===== src/rtl/bit_serial_alu_seq.sv =====
// Multi-bit AND/OR/ADD/SUB/SLT built by stepping one single-bit ALU over the operands, LSB first.
// One bit per clock; the ripple carry lives in a flop between bit cycles.

module one_bit_alu (
  input  logic       a,
  input  logic       b,
  input  logic       carry_in,
  input  logic       binvert,
  input  logic [1:0] operation,
  output logic       result,
  output logic       carry_out
);
  logic bb;

  always_comb begin
    bb        = b ^ binvert;
    carry_out = (a & bb) | (a & carry_in) | (bb & carry_in);
    case (operation)
      2'b00:   result = a & bb;
      2'b01:   result = a | bb;
      2'b10:   result = a ^ bb ^ carry_in;
      default: result = 1'b0;
    endcase
  end
endmodule

// state | meaning
// IDLE  | waiting for start; result/flags hold the last completed operation
// RUN   | one operand bit per cycle through the single-bit ALU
// DONE  | one-cycle done pulse, result/flags valid
module bit_serial_alu_seq #(
  parameter int WIDTH = 8
) (
  input  logic             clk,
  input  logic             rst,
  input  logic             start,
  input  logic [2:0]       op,
  input  logic [WIDTH-1:0] a,
  input  logic [WIDTH-1:0] b,
  output logic             busy,
  output logic             done,
  output logic [WIDTH-1:0] result,
  output logic             carry_out,
  output logic             overflow,
  output logic             zero
);
  localparam int CW = (WIDTH > 1) ? $clog2(WIDTH) : 1;

  typedef enum logic [1:0] {IDLE, RUN, DONE} state_t;

  state_t           state;
  logic [WIDTH-1:0] a_sh, b_sh;
  logic [WIDTH-2:0] res_sh;
  logic [2:0]       op_r;
  logic             cry;
  logic [CW-1:0]    bit_cnt;

  logic             is_sub, is_arith, alu_res, alu_cout, last_v;
  logic [1:0]       alu_op;
  logic [WIDTH-1:0] shifted, fin_res;

  always_comb begin
    is_sub   = (op_r == 3'd3) || (op_r == 3'd4);
    is_arith = (op_r == 3'd2) || is_sub;
    case (op_r)
      3'd1:             alu_op = 2'b01;
      3'd2, 3'd3, 3'd4: alu_op = 2'b10;
      default:          alu_op = 2'b00;
    endcase
  end

  one_bit_alu u_alu (
    .a         (a_sh[0]),
    .b         (b_sh[0]),
    .carry_in  (cry),
    .binvert   (is_sub),
    .operation (alu_op),
    .result    (alu_res),
    .carry_out (alu_cout)
  );

  // On the last bit, alu_res is the sign of the sum/difference and cry is the carry into the MSB.
  always_comb begin
    shifted = {alu_res, res_sh};
    last_v  = cry ^ alu_cout;
    if (op_r == 3'd4)
      fin_res = {{(WIDTH-1){1'b0}}, alu_res ^ last_v};
    else
      fin_res = shifted;
  end

  always_ff @(posedge clk) begin
    if (rst) begin
      state     <= IDLE;
      a_sh      <= '0;
      b_sh      <= '0;
      res_sh    <= '0;
      op_r      <= '0;
      cry       <= 1'b0;
      bit_cnt   <= '0;
      busy      <= 1'b0;
      done      <= 1'b0;
      result    <= '0;
      carry_out <= 1'b0;
      overflow  <= 1'b0;
      zero      <= 1'b1;
    end else begin
      case (state)
        IDLE: begin
          done <= 1'b0;
          if (start) begin
            a_sh    <= a;
            b_sh    <= b;
            op_r    <= op;
            cry     <= (op == 3'd3) || (op == 3'd4);
            bit_cnt <= '0;
            busy    <= 1'b1;
            state   <= RUN;
          end
        end
        RUN: begin
          a_sh    <= a_sh >> 1;
          b_sh    <= b_sh >> 1;
          res_sh  <= shifted[WIDTH-1:1];
          cry     <= alu_cout;
          bit_cnt <= bit_cnt + 1'b1;
          if (bit_cnt == CW'(WIDTH-1)) begin
            result    <= fin_res;
            zero      <= (fin_res == '0);
            carry_out <= is_arith & alu_cout;
            overflow  <= is_arith & last_v;
            busy      <= 1'b0;
            done      <= 1'b1;
            state     <= DONE;
          end
        end
        DONE: begin
          done  <= 1'b0;
          state <= IDLE;
        end
        default: begin
          busy  <= 1'b0;
          done  <= 1'b0;
          state <= IDLE;
        end
      endcase
    end
  end
endmodule


===== config.mk =====
export PLATFORM = sky130hd
export DESIGN_NAME = bit_serial_alu_seq
export DESIGN_NICKNAME = d
export VERILOG_FILES = /design/src/rtl/bit_serial_alu_seq.sv
export SDC_FILE = /design/constraint.sdc
export NUM_CORES = 1
export LEC_CHECK = 0
export CAP_MARGIN = 20
export CORE_ASPECT_RATIO = 1.4
export CORE_UTILIZATION = 55
export CTS_CLUSTER_SIZE = 20
export DETAILED_ROUTE_END_ITERATION = 12
export DONT_BUFFER_PORTS = 1
export HOLD_SLACK_MARGIN = 0.06
export PLACE_DENSITY = 0.78
export SYNTH_ARGS = -nofsm -noshare
export SYNTH_HDL_FRONTEND = slang
export SYNTH_SLANG_ARGS = --single-unit

===== constraint.sdc =====
create_clock -name clk -period 2.7 [get_ports clk]
set_clock_uncertainty 0.2 [all_clocks]
set_input_delay 0.54 -clock clk [delete_from_list [all_inputs] [get_ports clk]]
set_output_delay 0.54 -clock clk [all_outputs]
set_load 0.02 [all_outputs]

==> impl_metrics.csv, run 1 <==
group,metric,value,unit
outcome,status,"completed",
timing,period_share,0.926,
finish,drive_gt1_frac,0.0861,
yosys,synth_cells,243,
min_path,hold_start,"rst",
floorplan,initial_utilization,0.581,
yosys,synth_seq_cells,45,
timing,setup_ws,0.201,ns
yosys,synth_fp_nets,270,
pwr,pwr_density_cell,659,nW/um2
yosys,ys_types,37,
placement,numPortBuffers,0,
global_routing,grt_pass1_wl,6.65,mm
timing,rsz0062_at_grt,"false",
critical_path,crit_start,"op_r[0]",
route,num_vias,1654,
clock_network,clockRootBuffer,"clkbuf_8",
critical_path,timing.rr.start,"op_r[0]",
critical_path,worstPathRequired,2.72,ns
floorplan,die-height,72.7,um
critical_path,worst-path-max-fanout,4,
finish,antenna_cells,0,
global_routing,grt_max_degree,46,
route,drt_wl_total,3.78,mm
timing,hold_slack,0.103,ns
route,vias_per_cell,5.82,
clock_network,cts_buffer_depth,2,
clock_network,ctsHoldBuffers,0,
clock_network,post_cts_buffers,0,
finish,final_nets,270,
global_routing,overflow,0,
placement,hpwl,2.59,mm
timing,slew_viol_final,0,
run,cap_violations,0,
yosys,syn_avg_cell_area,8.07,um2
floorplan,io_pins,35,
pwr,vdd_drop_max,733,uV
route,firstDrtPassIters,5,
placement,place.gp.congestion,0.842,
timing,fin_crit,2.50,ns
finish,layout_commonest_cell,"nor2_1",
min_path,hold_path_class,"primary input to flip-flop",
global_routing,antenna_found_initial,0,
clock_network,clkSlewWorstSetupHoldPaths,0.08,ns
timing,max-slew-margin-rel,0.526,
finish,area_delta_synth_final,8.48,%
route,ant_nets,0,
clock_network,cts_tree,"done",
timing,hold_viol,0,
critical_path,cp.arrival,2.52,ns
global_routing,grt_util_all_layers,0.231,
clock_network,clk_latency,0.29,ns
timing,tightest_slew,0.711,ns
pwr,p_leak,0.834,nW
finish,fillCellCount,319,
global_routing,grt_pass1_vias,1591,
clock_network,post_cts_resized,0,
critical_path,critPathKind,"flip-flop to flip-flop",
floorplan,num_rows,25,
timing,setup_violations,0,
timing,fmaxAchievable,400,MHz
floorplan,core_area,3380,um2
route,drc,0,
clock_network,cts.sinks,45,
floorplan,die_area,3810,um2
route,wire_per_inst,13.3,um
finish,mostFrequentLayoutCells,"nor2_1 (52), dfxtp_1 (45), nand2_1 (33)",
floorplan,fp.dieW,52.5,um
yosys,netlist_area,1960,um2
clock_network,cts_buffers,5,
placement,dp_slack,0.152,ns
critical_path,worst_setup_path_start_kind,"flip-flop",
yosys,ys_seq_area_frac,0.459,
route,first_iter_violations,40,
critical_path,worstSetupEndpointType,"flip-flop",
timing,tns,0,ns
clock_network,cts_max_level,2,
yosys,yosys_warnings,0,
-- registers in the layout (all words and copies together) (netlist names) --
name	count
a_sh	8
b_sh	8
bit_cnt	3
busy	1
carry_out	1
cry	1
done	1
op_r	3
overflow	1
res_sh	7
result	8
state	2
zero	1
-- worst paths after layout --
check / endpoint / cells past startpoint / slack, ns
setup reg to reg: result[0] / 8 / 0.20
hold reg to reg: a_sh[5] / 2 / 0.26
hold / removal: op_r[0] / 1 / 0.10
setup / recovery: result[0] / 8 / 0.20
-- worst max-delay path: stages (launching register included) --
cell and delay, ns:
dfxtp_1 0.31, or3b_1 0.39, nand2_1 0.11, xor2_2 0.20, fa_1 0.52, xnor3_1 0.38, nor2_1 0.10, a211oi_1 0.05
nor3_1 0.16
-- synthesized netlist by cell type --
master     instances  area share
nor2_1            52       0.099
dfxtp_1           45        0.46
nand2_1           33       0.063
a21oi_1           26       0.066
a22oi_1           10       0.038
clkbuf_1          10       0.019
nor4_1            10       0.032
nand3_1            6       0.015
buf_2              5       0.013
ha_1               4       0.026
inv_1              4      0.0077
nand2b_1           3      0.0096
nor3_1             3      0.0077
o21ai_0            3      0.0077
a211oi_1           2      0.0077
a31oi_1            2      0.0064
nand3b_1           2      0.0077
nor3b_1            2      0.0077
or3b_1             2      0.0089
xor2_1             2      0.0089
a2111oi_0          1      0.0045
a21o_1             1      0.0038
a221oi_1           1      0.0045
and2_1             1      0.0032
and2b_1            1      0.0038
buf_4              1      0.0038
fa_1               1       0.010
mux2i_1            1      0.0051
nand2_4            1      0.0057
nor2b_1            1      0.0032
nor4_2             1      0.0064
o211ai_1           1      0.0038
o21a_1             1      0.0038
o31ai_1            1      0.0038
o31ai_2            1      0.0064
or4_4              1      0.0057
xnor3_1            1       0.011
-- layer usage --
layer  global-route usage  up-vias  share of wire
met5                    0        -              0
met4               0.0819        0          0.012
met3               0.0688        4          0.052
met2                0.406       45           0.51
met1                0.256      777           0.43
li1                     -      828              -
-- logic make-up after synthesis --
logic type	Yosys count	share of synthesized area
AOI/OAI and AO/OA	50	0.157
xor gates and xnor gates	3	0.0204
adders and majority gates	5	0.0357
buffers and inverters	20	0.0434
DFF	45	0.459
muxes	1	0.00510
and+or+nand+nor	119	0.279
-- area by class of cell --
class,instances,area (um2),area share
Multi-Input combinational cell,178,983,0.462
Sequential cell,45,901,0.423
Tap cell,40,50.0,0.0235
Inverter,4,15.0,0.00705
Timing Repair Buffer,9,67.6,0.0317
Clock buffer,6,72.6,0.0341
Clock inverter,2,38.8,0.0182
-- where the power goes --
part           leakage (nW)  switching (mW)  internal, mW  total [mW]
Clock                0.0554           0.223         0.278       0.501
Combinational         0.411           0.101        0.0811       0.182
Sequential            0.367          0.0237         0.696       0.719
-- through the flow --
stage           util  total power [mW]  instances  cell area, um2
2_1_floorplan      -             0.886        243            1960
3_3_place_gp   0.595             0.911        276            2010
3_5_place_dp   0.595             0.914        276            2010
4_1_cts        0.628              1.41        284            2120
5_1_grt        0.630              1.47        284            2130
6_report       0.630              1.40        284            2130
(Power assumes the default switching activity.)
==> inputs of run 2 (changes only) <==
- CORE_UTILIZATION: 55 -> 65
- PLACE_DENSITY: 0.78 -> 0.92
- clock period: 2.7 -> 3.2 ns (I/O delays scaled with it)
==> impl_metrics.csv, run 2 (same netlist as run 1, synthesis figures left out) <==
group,metric,value,unit
finish,final_nets,264,
clock_network,clkSlewWorstSetupHoldPaths,0.08,ns
pwr,p_leak,0.788,nW
clock_network,cts_buffer_depth,2,
timing,period_share,0.916,
clock_network,clockRootBuffer,"clkbuf_8",
route,drc,0,
floorplan,fp.dieW,48.4,um
timing,max-slew-margin-rel,0.480,
timing,hold_viol,0,
outcome,status,"completed",
critical_path,worstSetupEndpointType,"flip-flop",
route,vias_per_cell,5.94,
run,cap_violations,0,
global_routing,grt_util_all_layers,0.256,
critical_path,r2r_slack,0.27,ns
pwr,power.total,1.07,mW
floorplan,core_area,2880,um2
finish,final_util,0.707,
pwr,internal_power,793,uW
clock_network,post_cts_buffers,0,
timing,fin_crit,2.93,ns
clock_network,cts.sinks,45,
clock_network,cts_max_level,2,
placement,place_area,1960,um2
route,wire_per_inst,14.1,um
floorplan,die-height,67.0,um
critical_path,critPathKind,"flip-flop to flip-flop",
global_routing,grt_pass1_vias,1441,
clock_network,ctsHoldBuffers,0,
min_path,hold_path_class,"primary input to flip-flop",
finish,area_delta_synth_final,3.70,%
global_routing,overflow,0,
critical_path,worst_setup_path_start_kind,"flip-flop",
timing,tightest_slew,0.780,ns
clock_network,cts_tree,"done",
timing,fmaxAchievable,341,MHz
placement,numPortBuffers,0,
placement,hpwl,2.63,mm
clock_network,cts_buffers,5,
pwr,switching_power,281,uW
timing,slew_viol_final,0,
floorplan,die_area,3250,um2
finish,mostFrequentLayoutCells,"nor2_1 (52), dfxtp_1 (45), nand2_1 (33)",
pwr,power_frac_seq,0.569,
route,num_vias,1622,
timing,setup_violations,0,
critical_path,worstPathRequired,3.21,ns
finish,antenna_cells,0,
timing,rsz0062_at_grt,"false",
finish,top_regs,"a_sh (8), b_sh (8), result (8)",
pwr,vdd_drop_max,404,uV
critical_path,worst-path-max-fanout,12,
route,first_iter_violations,53,
route,ant_nets,0,
finish,fin_area,2030,um2
clock_network,clk_latency,0.29,ns
floorplan,io_pins,35,
finish,drive_gt1_frac,0.0551,
pwr,combinationalPowerShare,0.135,
floorplan,num_rows,23,
global_routing,grt_max_degree,46,
route,firstDrtPassIters,4,
clock_network,post_cts_resized,0,
timing,hold_slack,0.208,ns
finish,layout_commonest_cell,"nor2_1",
timing,tns,0,ns
placement,place.gp.congestion,0.884,
global_routing,grt_pass1_wl,6.25,mm
pwr,pwr_density_cell,528,nW/um2
critical_path,cp.arrival,2.94,ns
floorplan,initial_utilization,0.682,
route,drt_wl_total,3.85,mm
pwr,clockPowerShare,0.296,
pwr,p_sw_frac,0.261,
global_routing,antenna_found_initial,0,
## run 2: path summary, 6_finish.rpt
kind                            startpoint   endpoint  depth (start not counted)
worst max-delay path               op_r[2]  result[0]                          8
worst min-delay path                   rst    op_r[2]                          1
worst max register to register     op_r[2]  result[0]                          8
worst min register to register     a_sh[3]    a_sh[3]                          2
## run 2: stage by stage
step                      std cells  worst slack (ns)
final                           273             0.268
after global routing            273             0.100
after CTS                       273             0.278
after detailed placement        267             0.304
after global placement          267             0.442
after floorplan                 243             0.617
## run 2: power groups by stage
stage / Combinational (mW) / Sequential, mW / Clock, mW
5_1_grt: 0.160 / 0.616 / 0.350
3_3_place_gp: 0.137 / 0.623 / 0
4_1_cts: 0.143 / 0.611 / 0.327
3_5_place_dp: 0.142 / 0.624 / 0
2_1_floorplan: 0.131 / 0.616 / 0
6_report: 0.144 / 0.611 / 0.318
## run 2: layer usage
metal	vias to the layer above	track usage	wire [um]
met5	-	0	0
met4	0	0.154	106
met3	10	0.0571	158
met2	50	0.475	2050
met1	750	0.262	1540
li1	812	-	-
## run 2: layout make-up
class                   count  area, um2
multi-input cells         178        976
flip-flops and latches     45        901
fillers                   221        843
clock buffers               5       68.8
well taps                  37       46.3
repair buffers              3       22.5
inverters                   4       15.0
clock inverters             1       5.00
## run 2: critical path, stage by stage (launching register included)
cell and delay, ns:
dfxtp_1 0.52, or3b_1 0.47, nand2_1 0.11, xor2_1 0.26, fa_1 0.55, xnor3_1 0.41, nor2_1 0.10, a211oi_1 0.05
nor3_1 0.18
==> inputs of run 3 (changes only) <==
- CORE_UTILIZATION: 65 -> 30
- PLACE_DENSITY: 0.92 -> 0.55
- SYNTH_HIERARCHICAL: not set -> 1
==> impl_metrics.csv, run 3 <==
group,metric,value,unit
finish,final_nets,283,
route,vias_per_cell,4.91,
yosys,synth_seq_cells,45,
floorplan,initial_utilization,0.314,
clock_network,cts.sinks,45,
clock_network,cts_buffer_depth,2,
floorplan,core_area,7030,um2
yosys,ys_types,41,
finish,top_regs,"a_sh (8), b_sh (8), result (8)",
critical_path,crit_end,"result[0]",
pwr,vdd_drop_max,146,uV
yosys,ys_seq_area_frac,0.408,
global_routing,grt_pass1_vias,1634,
clock_network,cts_buffers,5,
route,num_vias,1727,
floorplan,num_rows,36,
timing,hold_viol,0,
global_routing,grt_max_degree,46,
finish,final_util,0.336,
clock_network,cts_max_level,2,
route,firstDrtPassIters,4,
clock_network,clk_latency,0.31,ns
placement,place.gp.congestion,0.702,
clock_network,cts_tree,"done",
pwr,p_leak,0.868,nW
critical_path,rr_endpoint,"result[0]",
route,ant_nets,0,
run,cap_violations,0,
placement,hpwl,3.20,mm
yosys,synth_cells,263,
global_routing,grt_util_all_layers,0.133,
yosys,synth_top_area_cell,"dfxtp_1",
critical_path,worstSetupEndpointType,"flip-flop",
min_path,hold_path_class,"primary input to flip-flop",
pwr,pwr_density_cell,473,nW/um2
critical_path,crit_start,"op_r[2]",
yosys,synth-async-reset-ratio,0,
yosys,synth_common_cells,"a21oi_1 (45), dfxtp_1 (45), nor2_1 (31)",
finish,mostFrequentLayoutCells,"a21oi_1 (45), dfxtp_1 (45), nor2_1 (31)",
critical_path,worst-path-max-fanout,6,
timing,tightest_slew,0.460,ns
yosys,synth_fp_nets,290,
timing,fin_crit,2.93,ns
global_routing,antenna_found_initial,0,
yosys,synth_edf_count,0,
min_path,hold_path_depth,1,
route,drc,0,
floorplan,fp.dieW,74.5,um
floorplan,die-height,103,um
finish,drive_gt1_frac,0.125,
yosys,netlist_area,2210,um2
route,drt_wl_total,4.96,mm
critical_path,critPathKind,"flip-flop to flip-flop",
timing,slew_viol_final,0,
yosys,synth_fa_ha_area_frac,0.0317,
placement,dp_cells,344,
finish,area_delta_synth_final,6.86,%
clock_network,clockRootBuffer,"clkbuf_8",
floorplan,die_area,7710,um2
clock_network,post_cts_resized,0,
critical_path,r2r_slack,0.27,ns
placement,dp_slack,0.285,ns
finish,final_cells,352,
finish,fillCellCount,784,
finish,register_area,901,um2
timing,tns,0,ns
timing,period_share,0.915,
finish,multiInputGateArea,1150,um2
clock_network,ctsHoldBuffers,0,
critical_path,cp.arrival,2.91,ns
timing,fmaxAchievable,342,MHz
yosys,synth-xor-area-share,0.0187,
timing,rsz0062_at_grt,"false",
yosys,synthMuxAreaShare,0.0272,
yosys,synth-simple-area-share,0.223,
timing,setup_violations,0,
critical_path,reg2regPathDepth,10,
yosys,synthTopCellsByArea,"dfxtp_1 (41%), a21oi_1 (10%), o221a_2 (5.6%)",
finish,antenna_cells,0,
yosys,yosys_warnings,6,
route,first_iter_violations,91,
yosys,synth-compound-area-share,0.218,
global_routing,overflow,0,
global_routing,grt_pass1_wl,7.71,mm
floorplan,io_pins,35,
critical_path,worst_setup_path_start_kind,"flip-flop",
yosys,synth_top_area_share,0.408,
critical_path,worstPathRequired,3.18,ns
outcome,status,"completed",
critical_path,timing.rr.start,"op_r[2]",
timing,max-slew-margin-rel,0.694,
yosys,syn_avg_cell_area,8.39,um2
yosys,synth_top_family_by_area,"simple AND/OR/NAND/NOR gates",
placement,numPortBuffers,0,
yosys,synth_flop_cell,"dfxtp_1",
timing,setup_ws,0.273,ns
clock_network,post_cts_buffers,0,
route,wire_per_inst,14.1,um
clock_network,clkSlewWorstSetupHoldPaths,0.09,ns
==> run 3: cell types whose count changed in the layout (fill, tap and decap cells not counted), sizes merged, moves of 4 or more <==
cell,before,now
nor4,11,2
a21oi,26,45
a22oi,10,3
buf,3,7
o221a,0,11
nand2b,3,8
nand2,34,26
nor2,52,31
inv,4,14
mux2i,1,6
==> run 3: power breakdown <==
group / switching, mW / leakage [nW] / internal [mW] / total [mW]
Clock: 0.206 / 0.0374 / 0.154 / 0.360
Combinational: 0.0709 / 0.462 / 0.0742 / 0.145
Sequential: 0.0243 / 0.368 / 0.586 / 0.611
==> run 3: routing by layer <==
| metal | share of wire | global-route usage | vias to the layer above |
|---|---|---|---|
| met3 | 0.052 | 0.0368 | 5 |
| met1 | 0.44 | 0.150 | 797 |
| met5 | 0 | 0 | - |
| li1 | - | - | 892 |
| met2 | 0.49 | 0.234 | 33 |
| met4 | 0.016 | 0.0522 | 0 |
==> run 3: logic make-up (layout without fill, tap and decap cells) <==
family                     after synthesis  count (layout)
DFF                                     45              45
and+or+nand+nor                         97              97
AOI/OAI and AO/OA                       72              72
adders and majority gates                5               5
muxes                                    6               6
buffers and inverters                   35              29
xor gates and xnor gates                 3               3
==> run 3: stage by stage <==
stage	total power [mW]	instance area, um2	hold slack (ns)
floorplan	0.750	2210	0.245
global placement	0.765	2270	0.259
detailed placement	0.769	2270	0.265
CTS	1.13	2360	0.184
global route	1.17	2360	0.180
finish	1.12	2360	0.200
==> run 3: how the worst min path moves through the flow <==
stage / startpoint / to / slack, ns
global placement: a_sh[7] / a_sh[7] / 0.26
floorplan: a_sh[7] / a_sh[7] / 0.24
finish: rst / a_sh[7] / 0.20
CTS: rst / result[0] / 0.18
global route: rst / a_sh[7] / 0.18
detailed placement: a_sh[7] / a_sh[7] / 0.27
==> run 3: cell type report <==
| class | count | share of cell area |
|---|---|---|
| timing repair buffer | 7 | 0.0223 |
| sequential | 45 | 0.382 |
| inverter | 14 | 0.0223 |
| multi-input combinational | 183 | 0.486 |
| clock buffer | 6 | 0.0308 |
| clock inverter | 2 | 0.00637 |
| tap | 95 | 0.0504 |
==> run 3: worst max-delay path: stages (launching register included) <==
cell      delay (ns)
dfxtp_1         0.39
or3b_1          0.38
nand2_1         0.09
xnor2_1         0.14
inv_1           0.10
fa_1            0.48
mux2i_1         0.07
o22ai_1         0.27
xor3_1          0.41
mux2i_1         0.17
a211oi_2        0.08
